## src/rtl/can_pkg.sv

```systemverilog
// Shared CAN frame constants: FSM state encodings, field lengths, stuffing limit
// and small helpers used by the frame transmitter.
package can_pkg;

  localparam int CNT_W = 7;
  typedef logic [CNT_W-1:0] cnt_t;

  localparam logic [3:0] ST_IDLE     = 4'd0;
  localparam logic [3:0] ST_SOF      = 4'd1;
  localparam logic [3:0] ST_ARB      = 4'd2;
  localparam logic [3:0] ST_CTRL     = 4'd3;
  localparam logic [3:0] ST_DATA     = 4'd4;
  localparam logic [3:0] ST_CRC      = 4'd5;
  localparam logic [3:0] ST_CRC_DEL  = 4'd6;
  localparam logic [3:0] ST_ACK_SLOT = 4'd7;
  localparam logic [3:0] ST_ACK_DEL  = 4'd8;
  localparam logic [3:0] ST_EOF      = 4'd9;
  localparam logic [3:0] ST_IFS      = 4'd10;

  localparam cnt_t ID_LEN   = 7'd11;
  localparam cnt_t ARB_LEN  = ID_LEN + 7'd1;
  localparam cnt_t DLC_LEN  = 7'd4;
  localparam cnt_t CTRL_LEN = 7'd2 + DLC_LEN;
  localparam cnt_t CRC_LEN  = 7'd15;
  localparam cnt_t EOF_LEN  = 7'd7;
  localparam cnt_t IFS_LEN  = 7'd3;

  localparam logic [2:0] STUFF_LIMIT = 3'd5;

  // DLC values above 8 still carry a full 8-byte payload.
  function automatic cnt_t data_len(input logic [3:0] dlc);
    return (dlc > 4'd8) ? 7'd64 : {dlc, 3'b000};
  endfunction

  function automatic logic in_stuff_region(input logic [3:0] st);
    return st inside {ST_SOF, ST_ARB, ST_CTRL, ST_DATA, ST_CRC};
  endfunction

endpackage

```

## src/rtl/can_crc.sv

```systemverilog
// CAN CRC-15 generator (polynomial 0x4599), one bit per enable, MSB-first input.
module can_crc (
  input  logic        clk,
  input  logic        data,
  input  logic        enable,
  input  logic        initialize,
  output logic [14:0] crc
);

  logic w_fb;

  assign w_fb = data ^ crc[14];

  always_ff @(posedge clk) begin
    if (initialize) begin
      crc <= '0;
    end else if (enable) begin
      crc <= {crc[13:0], 1'b0} ^ (w_fb ? 15'h4599 : 15'h0000);
    end
  end

endmodule

```

## src/rtl/can_tx_frame.sv

```systemverilog
// CAN 2.0A data-frame transmitter: serialises one frame per accepted start,
// bit-stuffing SOF..CRC and advancing one bit per bit_tick.
module can_tx_frame
  import can_pkg::*;
#(
  parameter int BIT_TICK_MIN = 2
) (
  input  logic        clk,
  input  logic        rst_n,
  input  logic        bit_tick,
  input  logic        start,
  input  logic [10:0] id,
  input  logic [3:0]  dlc,
  input  logic [63:0] data,
  input  logic        rx,
  output logic        tx,
  output logic        busy,
  output logic        done,
  output logic        ack_err
);

  logic [3:0]  r_state;
  cnt_t        r_cnt;
  logic [10:0] r_id;
  logic [3:0]  r_dlc;
  logic [63:0] r_data;
  logic [2:0]  r_stuff_cnt;
  logic        r_last;
  logic        r_tx;
  logic        r_busy;
  logic        r_done;
  logic        r_ack_err;
  logic [7:0]  r_gap;

  logic [3:0]  w_next_state;
  cnt_t        w_next_cnt;
  logic        w_next_bit;
  logic        w_accept;
  logic        w_do_stuff;
  logic        w_crc_en;
  logic [14:0] w_crc;

  assign w_accept   = (r_state == ST_IDLE) && !r_busy && start;
  assign w_do_stuff = in_stuff_region(r_state) && (r_stuff_cnt == STUFF_LIMIT);
  assign w_crc_en   = bit_tick && r_busy && !w_do_stuff &&
                      (w_next_state inside {ST_SOF, ST_ARB, ST_CTRL, ST_DATA});

  // r_state/r_cnt name the bit currently on the wire; this picks the next one.
  always_comb begin
    w_next_state = r_state;
    w_next_cnt   = r_cnt + 7'd1;
    case (r_state)
      ST_IDLE:     begin w_next_state = ST_SOF; w_next_cnt = '0; end
      ST_SOF:      begin w_next_state = ST_ARB; w_next_cnt = '0; end
      ST_ARB:      if (r_cnt == ARB_LEN - 7'd1) begin w_next_state = ST_CTRL; w_next_cnt = '0; end
      ST_CTRL:     if (r_cnt == CTRL_LEN - 7'd1) begin
                     w_next_state = (r_dlc == 4'd0) ? ST_CRC : ST_DATA;
                     w_next_cnt   = '0;
                   end
      ST_DATA:     if (r_cnt == data_len(r_dlc) - 7'd1) begin w_next_state = ST_CRC; w_next_cnt = '0; end
      ST_CRC:      if (r_cnt == CRC_LEN - 7'd1) begin w_next_state = ST_CRC_DEL; w_next_cnt = '0; end
      ST_CRC_DEL:  begin w_next_state = ST_ACK_SLOT; w_next_cnt = '0; end
      ST_ACK_SLOT: begin w_next_state = ST_ACK_DEL; w_next_cnt = '0; end
      ST_ACK_DEL:  begin w_next_state = ST_EOF; w_next_cnt = '0; end
      ST_EOF:      if (r_cnt == EOF_LEN - 7'd1) begin w_next_state = ST_IFS; w_next_cnt = '0; end
      ST_IFS:      if (r_cnt == IFS_LEN - 7'd1) begin w_next_state = ST_IDLE; w_next_cnt = '0; end
      default:     begin w_next_state = ST_IDLE; w_next_cnt = '0; end
    endcase
  end

  always_comb begin
    w_next_bit = 1'b1;
    case (w_next_state)
      ST_SOF:  w_next_bit = 1'b0;
      ST_ARB:  w_next_bit = (w_next_cnt < ID_LEN) ? r_id[4'(ID_LEN - 7'd1 - w_next_cnt)] : 1'b0;
      ST_CTRL: w_next_bit = (w_next_cnt < 7'd2) ? 1'b0 : r_dlc[2'(CTRL_LEN - 7'd1 - w_next_cnt)];
      ST_DATA: w_next_bit = r_data[6'(7'd63 - w_next_cnt)];
      ST_CRC:  w_next_bit = w_crc[4'(CRC_LEN - 7'd1 - w_next_cnt)];
      default: w_next_bit = 1'b1;
    endcase
  end

  can_crc u_crc (
    .clk        (clk),
    .data       (w_next_bit),
    .enable     (w_crc_en),
    .initialize (w_accept),
    .crc        (w_crc)
  );

  always_ff @(posedge clk or negedge rst_n) begin
    if (!rst_n) begin
      r_state     <= ST_IDLE;
      r_cnt       <= '0;
      r_id        <= '0;
      r_dlc       <= '0;
      r_data      <= '0;
      r_stuff_cnt <= '0;
      r_last      <= 1'b1;
      r_tx        <= 1'b1;
      r_busy      <= 1'b0;
      r_done      <= 1'b0;
      r_ack_err   <= 1'b0;
    end else begin
      r_done    <= 1'b0;
      r_ack_err <= 1'b0;
      if (w_accept) begin
        r_busy <= 1'b1;
        r_id   <= id;
        r_dlc  <= dlc;
        r_data <= data;
      end else if (bit_tick && r_busy) begin
        if (w_do_stuff) begin
          // Stuff bit holds the field position and opens a new run.
          r_tx        <= ~r_last;
          r_last      <= ~r_last;
          r_stuff_cnt <= 3'd1;
        end else begin
          r_state <= w_next_state;
          r_cnt   <= w_next_cnt;
          r_tx    <= w_next_bit;
          if (in_stuff_region(w_next_state)) begin
            r_last      <= w_next_bit;
            r_stuff_cnt <= (w_next_bit == r_last) ? r_stuff_cnt + 3'd1 : 3'd1;
          end else begin
            r_last      <= 1'b1;
            r_stuff_cnt <= '0;
          end
          if (r_state == ST_ACK_SLOT) r_ack_err <= rx;
          if ((r_state == ST_IFS) && (w_next_state == ST_IDLE)) begin
            r_done <= 1'b1;
            r_busy <= 1'b0;
          end
        end
      end
    end
  end

  always_ff @(posedge clk or negedge rst_n) begin
    if (!rst_n) begin
      r_gap <= '1;
    end else if (bit_tick) begin
      r_gap <= 8'd1;
    end else if (r_gap != '1) begin
      r_gap <= r_gap + 8'd1;
    end
  end

  ap_tick_spacing: assert property (@(posedge clk) disable iff (!rst_n)
    bit_tick |-> (int'(r_gap) >= BIT_TICK_MIN));

  assign tx      = r_tx;
  assign busy    = r_busy;
  assign done    = r_done;
  assign ack_err = r_ack_err;

endmodule

```

## config.mk

```make
export PLATFORM = sky130hd
export DESIGN_NAME = can_tx_frame
export DESIGN_NICKNAME = d
export VERILOG_FILES = /design/src/rtl/can_pkg.sv /design/src/rtl/can_crc.sv /design/src/rtl/can_tx_frame.sv
export SDC_FILE = /design/constraint.sdc
export NUM_CORES = 1
export LEC_CHECK = 0
export BUFFER_PORTS_ARGS = -buffer_cell sky130_fd_sc_hd__buf_2
export CAP_MARGIN = 20
export CELL_PAD_IN_SITES_DETAIL_PLACEMENT = 1
export CELL_PAD_IN_SITES_GLOBAL_PLACEMENT = 2
export CORE_MARGIN = 2
export CORE_UTILIZATION = 37
export CTS_CLUSTER_DIAMETER = 60
export CTS_CLUSTER_SIZE = 25
export DETAILED_ROUTE_END_ITERATION = 6
export MAX_ROUTING_LAYER = met4
export PLACE_DENSITY_LB_ADDON = 0.1
export SLEW_MARGIN = 10
export SYNTH_ARGS = -nofsm -noshare
export SYNTH_HDL_FRONTEND = slang
export SYNTH_SLANG_ARGS = --single-unit
```

## constraint.sdc

```tcl
create_clock -name clk -period 14.1 [get_ports clk]
set_input_delay 2.82 -clock clk [delete_from_list [all_inputs] [get_ports clk]]
set_output_delay 2.82 -clock clk [all_outputs]
set_load 0.02 [all_outputs]
```

==> out/qor.txt, run 1 <==
Outcome: complete, no violations
Final Hold Viols: 0
Most frequent CP cell: ha_1
H-tree levels: 4
Antenna violation net count after detailed routing: 0
Core area: 0.01664 mm²
Input/output buffers: 87
Row Count: 47
Ys Warns: 0
CP top delay family: compound AO/OA/AOI/OAI gates
Non-Filler Instances: 1048
Post-Syn Area per Cell: 8.426 µm²
Crit path buffers/inverters: 1
Cts hold-fix bufs: 0
Iter 0 DRT Violations: 346
CTS sink cnt: 113
Fmax: 0.1600 GHz
Worst Setup End Kind: register
Post-CTS setup buffer count: 0
Clock Tree Buf Depth: 2
Synth top area cells: dfrtp_1 38%, nand2_1 16%, dfxtp_1 4.8%
Nets: 906
Root Buffer: clkbuf_16
Synth Cell Area: 0.006320 mm²
First-pass GRT wire length: 31.55 mm
CP max FO: 38
Setup TNS: 0 ns
Main synth FF type: dfrtp_1
CP required: 14.40 ns
CTS buffer count: 17
Die area: 0.01814 mm²
Die Ht: 134.7 µm
Worst min path class: reg2reg
Placer Congestion: 0.8326
Vias per cell: 5.374
CP arrival: 6.55 ns
Total gr overflow: 0
Worst path cell trace: buf_4, ha_1, nor4bb_1, nand2_1, a221oi_4, o21a_1, nor2_1, ha_1, mux2i_1, a21oi_1, o211ai_1, nand3_1, a32o_1, nor4_4, xnor2_1, o31a_1
Post-CTS sizing: 0
Biggest cell delay along the critical path: 0.76 ns
Mapped Nets: 841
Via count: 5632
Reg clk slew, reported paths: 0.06 ns
TritonCTS clock tree: built
RSZ-0062 raised after global routing: false
Most frequent cells in the layout: 263 x nand2_1, 96 x dfrtp_1, 86 x buf_2
Max-cap violation count: 0
Overall routed net length: 19.03 mm
Final Max Slew Viols: 0
Critical path class: reg2reg
WHS: 0.4714 ns
Fill count: 2000
Area growth syn-to-layout: 18.29%
Startpoint types: register
I/O Pins: 88
Initial antenna violation count: 0
Clock Latency Late Sink: 0.42 ns
Maximum VDD drop: 0.00008670 V
Clk_skew: 0.008919 ns
Pin count of the biggest net entering global routing: 83
P per Cell Area: 101.1 mW/mm²
Layout cells sized above 1: 18.72%
GRT Total Usage: 22.89%
Drt first pass iters: 5
Seq/Total Area, Yosys: 43.60%
Most common cell after layout, fill and taps aside: nand2_1
Max_slew headroom: 34.93%
Syn Inst Count: 750
Final setup fails: 0
Die Width: 134.7 µm
Worst slew pin tran: 0.9761 ns
N_diodes: 0
Post-synth top area share: 38.01%
Vias in the first global route: 5982
Synthesized flop and latch total: 113
Post-DP HPWL: 12.92 mm
Post-synth EDFFs: 0
Slowest CP cell: nor4_4
DRC viols: 0
Fin crit share: 44.33%
Starting Density: 37.97%
Final Critical Period: 6.251 ns
Distinct cells, synth: 77
Leakage: 0.003646 µW
Area leader, netlist: dfrtp_1
Inst Count DP: 1015
Average wire per standard cell: 18.15 µm
Asr flop ratio synth: 86.73%
worst register-to-register path, stage by stage, from the launching register on:
cell	delay, ns
dfrtp_1	0.35
buf_4	0.43
ha_1	0.22
nor4bb_1	0.27
nand2_1	0.24
a221oi_4	0.51
o21a_1	0.74
nor2_1	0.39
ha_1	0.69
mux2i_1	0.28
a21oi_1	0.10
o211ai_1	0.19
nand3_1	0.11
a32o_1	0.30
nor4_4	0.76
xnor2_1	0.24
o31a_1	0.32
metal layers:
metal	up-vias	GRT usage, %	share of wire [%]
li1	2703	-	-
met1	2796	30.21	47
met2	121	36.01	48
met3	12	5.180	3.9
met4	0	5.380	0.88
met5	-	-	0
logic make-up (layout without fill, tap and decap cells):
| kind of cell | count (synthesis) | after routing | share of synthesized area (%) |
|---|---|---|---|
| adders and majority gates | 7 | 7 | 1.386 |
| AOI/OAI and AO/OA | 138 | 138 | 14.65 |
| muxes | 33 | 33 | 6.355 |
| and+or+nand+nor | 372 | 372 | 25.60 |
| xor gates and xnor gates | 24 | 24 | 4.415 |
| buffers and inverters | 63 | 141 | 3.999 |
| DFF | 113 | 113 | 43.60 |
cells in the mapped netlist, drive strengths merged (3+ instances only):
| cell | instances |
|---|---|
| xor2 | 5 |
| and2 | 3 |
| a21oi | 28 |
| nor4 | 5 |
| nand4 | 4 |
| nor2b | 3 |
| nor2 | 33 |
| xnor2 | 14 |
| nand3b | 3 |
| mux2 | 7 |
| buf | 9 |
| inv | 13 |
| o21ai | 48 |
| nand2 | 264 |
| mux2i | 21 |
| o211ai | 6 |
| nor3 | 10 |
| and3 | 8 |
| clkbuf | 40 |
| o311ai | 3 |
| dfrtp | 96 |
| xnor3 | 5 |
| dfxtp | 15 |
| mux4 | 5 |
| nand3 | 14 |
| a2bb2oi | 3 |
| nor4b | 4 |
| nand2b | 9 |
| o22ai | 3 |
| a211oi | 13 |
| ha | 7 |
| a311oi | 3 |
power by group:
group	total (µW)	switching [µW]	internal (µW)
clock network	414	165	248
logic	18.5	9.49	9.01
registers	324	0	324
total	756	175	581
stage by stage:
stage / power (µW) / utilization (%) / worst slack, ns / cell area, µm²
floorplan: 330.0 / - / 9.398 / 6320
finish: 755.9 / 44.92 / 7.849 / 7476
detailed placement: 348.0 / 41.38 / 7.817 / 6887
global placement: 347.4 / 41.38 / 8.094 / 6887
global route: 783.5 / 44.92 / 7.258 / 7476
CTS: 766.2 / 44.80 / 7.789 / 7456
sequential cells by signal, indices dropped and copies added, names as in the netlist:
signal / count
r_cnt: 7
r_dlc: 4
ack_err: 1
tx: 1
busy: 1
r_state: 4
r_data: 64
r_last: 1
u_crc.crc: 15
r_id: 11
r_stuff_cnt: 3
done: 1
layout make-up:
cell class,count,area (µm²),area share (%)
clock inverters,14,130.1,1.741
repair buffers,95,510.5,6.828
flip-flops and latches,113,2755,36.85
multi-input cells,574,3313,44.32
clock buffers,18,439.2,5.874
well taps,220,275.3,3.682
inverters,14,52.55,0.7029
final timing paths:
path | from | end | slack, ns | cells past startpoint
min | tx$_DFFE_PN1P_ | tx$_DFFE_PN1P_ | 0.47 | 2
max in group asynchronous | rst_n | r_data[11]$_DFFE_PN0P_ | 10.71 | 3
max | r_cnt[0]$_DFFE_PN0P_ | r_stuff_cnt[0]$_DFFE_PN0P_ | 7.85 | 16
min reg2reg | tx$_DFFE_PN1P_ | tx$_DFFE_PN1P_ | 0.47 | 2
min in group asynchronous | rst_n | ack_err$_DFF_PN0_ | 2.29 | 1
max reg2reg | r_cnt[0]$_DFFE_PN0P_ | r_stuff_cnt[0]$_DFFE_PN0P_ | 7.85 | 16
No activity file was read; power rests on OpenSTA's default activity.
==> run 2: changes to the inputs <==
- CORE_UTILIZATION: 37 -> 35
- clock period: 14.1 -> 5.9 ns (I/O delays scaled with it)
==> run 2 against run 1 <==
Core utilization shrank 2.7 points. Non-clock buffer count rose by 5. Via count down 1.2%. Highest routed layer unchanged. Sequential power grew 140%. Largest cell class unchanged. Total power is 140% higher.
==> out/qor.txt, run 2 (synthesized netlist as in run 1, its figures left out) <==
Outcome: complete, no violations
Max FFs per register: 64 (unchanged)
Row Count: 49 (+4.3%)
Starting Density: 35.42% (-2.6 points)
Die Ht: 138.4 µm (+2.7%)
Met2 Resource Use GR: 34.81% (-1.2 points)
I/O Pins: 88 (unchanged)
Worst R2R Path Depth: 17 (+1)
Top flop regs: r_data x64, u_crc.crc x15, r_id x11
Min-delay src: r_data[2]$_DFFE_PN0P_
Storage element area: 0.002755 mm² (unchanged)
Die area: 0.01915 mm² (+5.5%)
Final Max Slew Viols: 0 (unchanged)
Nets: 911 (+0.55%)
Post-CTS setup buffer count: 0 (unchanged)
Worst Setup End Kind: register
Worst min path class: reg2reg
Most Crowded Layer GR: met2
Biggest cell delay along the critical path: 0.77 ns (about the same)
Startpoint types: register
P per Cell Area: 245.3 mW/mm² (+140%)
Layout cells sized above 1: 19.09% (+0.37 points)
Post-DP HPWL: 13.47 mm (+4.3%)
RR Endpoint: r_stuff_cnt[0]$_DFFE_PN0P_
Crit path buffers/inverters: 2 (+1)
Max_slew headroom: 37.97% (+3.0 points)
Area growth syn-to-layout: 19.09%
DRC viols: 0 (unchanged)
CP top delay family: compound AO/OA/AOI/OAI gates
Pin count of the biggest net entering global routing: 61 (-27%)
Final setup fails: 0 (unchanged)
CP max FO: 13 (-66%)
Fin crit share: 87.52% (+43 points)
Max-cap violation count: 0 (unchanged)
Most frequent cells in the layout: 263 x nand2_1, 96 x dfrtp_1, 86 x buf_2
CP arrival: 5.48 ns (-1.07 ns)
Drt first pass iters: 4 (-1)
Core area: 0.01784 mm² (+7.2%)
Clock Tree Buf Depth: 2 (unchanged)
Vias in the first global route: 5947 (-0.59%)
Met3 GRT Util: 3.395% (-1.8 points)
Total gr overflow: 0 (unchanged)
Die Width: 138.4 µm (+2.7%)
Most frequent CP cell: ha_1
Met1 Use GR: 29.32% (-0.89 points)
Maximum VDD drop: 0.0002022 V (+130%)
Origin of the worst setup path: r_cnt[0]$_DFFE_PN0P_
Root Buffer: clkbuf_16
Via count: 5562 (-1.2%)
TritonCTS clock tree: built
N_diodes: 0 (unchanged)
Placer Congestion: 0.8138 (-2.3%)
Iter 0 DRT Violations: 297 (-14%)
Antenna violation net count after detailed routing: 0 (unchanged)
Cts hold-fix bufs: 0 (unchanged)
Hold Path Stages: 2 (unchanged)
RSZ-0062 raised after global routing: false
Average wire per standard cell: 18.42 µm (+1.4%)
Input/output buffers: 87 (unchanged)
First-pass GRT wire length: 32.37 mm (+2.6%)
Biggest register: r_data
Final Util: 42.18% (-2.7 points)
Placed Area: 0.006943 mm² (+0.82%)
GRT Total Usage: 21.95% (-0.94 points)
Fmax: 0.1937 GHz (+21%)
Hold worst-path end: r_data[2]$_DFFE_PN0P_
Final Hold Viols: 0 (unchanged)
Leakage: 0.003678 µW (+0.88%)
Setup TNS: 0 ns (unchanged)
Final Critical Period: 5.164 ns (-1.087 ns)
Clk_skew: 0.007710 ns (-0.001209 ns)
Worst path cell trace: clkinv_1, ha_1, nor4b_2, a311oi_2, a221oi_4, o21ai_2, nand2_2, inv_2, ha_1, mux2i_1, nor3_1, o211ai_1, nand3_1, a32o_1, nor4_4, xnor2_1, o31a_1
Reg2Reg Setup Slack: 0.74 ns (-7.11 ns)
CP required: 6.21 ns (-8.19 ns)
Post-CTS sizing: 0 (unchanged)
Overall routed net length: 19.56 mm (+2.8%)
Fill count: 2152 (+7.6%)
Slowest CP cell: nor4_4
Clock Latency Late Sink: 0.43 ns (about the same)
Reg2Reg Launch Point: r_cnt[0]$_DFFE_PN0P_
H-tree levels: 4 (unchanged)
CTS buffer count: 17 (unchanged)
CTS sink cnt: 113 (unchanged)
Worst slew pin tran: 0.9208 ns (-0.05526 ns)
Initial antenna violation count: 0 (unchanged)
Most common cell after layout, fill and taps aside: nand2_1
Multi-input gate area: 0.003313 mm² (unchanged)
Vias per cell: 5.237 (-2.5%)
Critical path class: reg2reg
Fin area: 0.007526 mm² (+0.67%)
Reg clk slew, reported paths: 0.06 ns (about the same)
==> run 2: final cells by class <==
| type | instances | share of cell area, % |
|---|---|---|
| repair buffers | 100 | 7.116 |
| flip-flops and latches | 113 | 36.61 |
| multi-input cells | 574 | 44.02 |
| clock inverters | 15 | 2.095 |
| clock buffers | 17 | 5.653 |
| well taps | 229 | 3.807 |
| inverters | 14 | 0.6983 |
==> run 2: power by group <==
group	internal (µW)	leakage, µW	switching (µW)	total (µW)
combinational	20.1	0.00196	22.3	42.4
clock	624	0.000278	405	1030
sequential	774	0.00144	0	774
total	1420	0.00368	428	1850
==> run 2: worst max-delay path by stage <==
stage	to	slack, ns	cells past startpoint
after global placement	r_stuff_cnt[0]$_DFFE_PN0P_	1.06	17
after detailed placement	r_stuff_cnt[0]$_DFFE_PN0P_	0.74	17
after global routing	r_stuff_cnt[0]$_DFFE_PN0P_	0.37	17
final	r_stuff_cnt[0]$_DFFE_PN0P_	0.74	17
after CTS	r_stuff_cnt[0]$_DFFE_PN0P_	0.74	17
after floorplan	u_crc.crc[3]$_SDFFE_PP0P_	1.20	20
==> run 2: per-layer routing <==
layer	vias up	part of all wire [%]	routed length, µm
met5	-	0	0
met4	0	1.3	249
met3	21	2.3	451
met2	77	48	9296
met1	2756	49	9559
li1	2708	-	-
==> run 2: stage by stage <==
step	instances	power (µW)	worst slack (ns)	hold WS [ns]
2_1_floorplan	750	788.7	1.198	0.4379
3_3_place_gp	1030	831.0	1.061	0.4500
3_5_place_dp	1030	831.9	0.7441	0.4570
4_1_cts	1062	1876	0.7397	0.4743
5_1_grt	1062	1911	0.3683	0.4848
6_report	1062	1846	0.7361	0.4698
==> run 2: worst reg2reg max path, delay by kind of cell, from the launching register on <==
family | cells | cell delay [ns]
xor+xnor | 1 | 0.22
simple gates | 5 | 1.49
buf+inv | 2 | 0.20
compound gates | 6 | 1.71
mux | 1 | 0.26
flops | 1 | 0.45
fa+ha+maj | 2 | 0.73
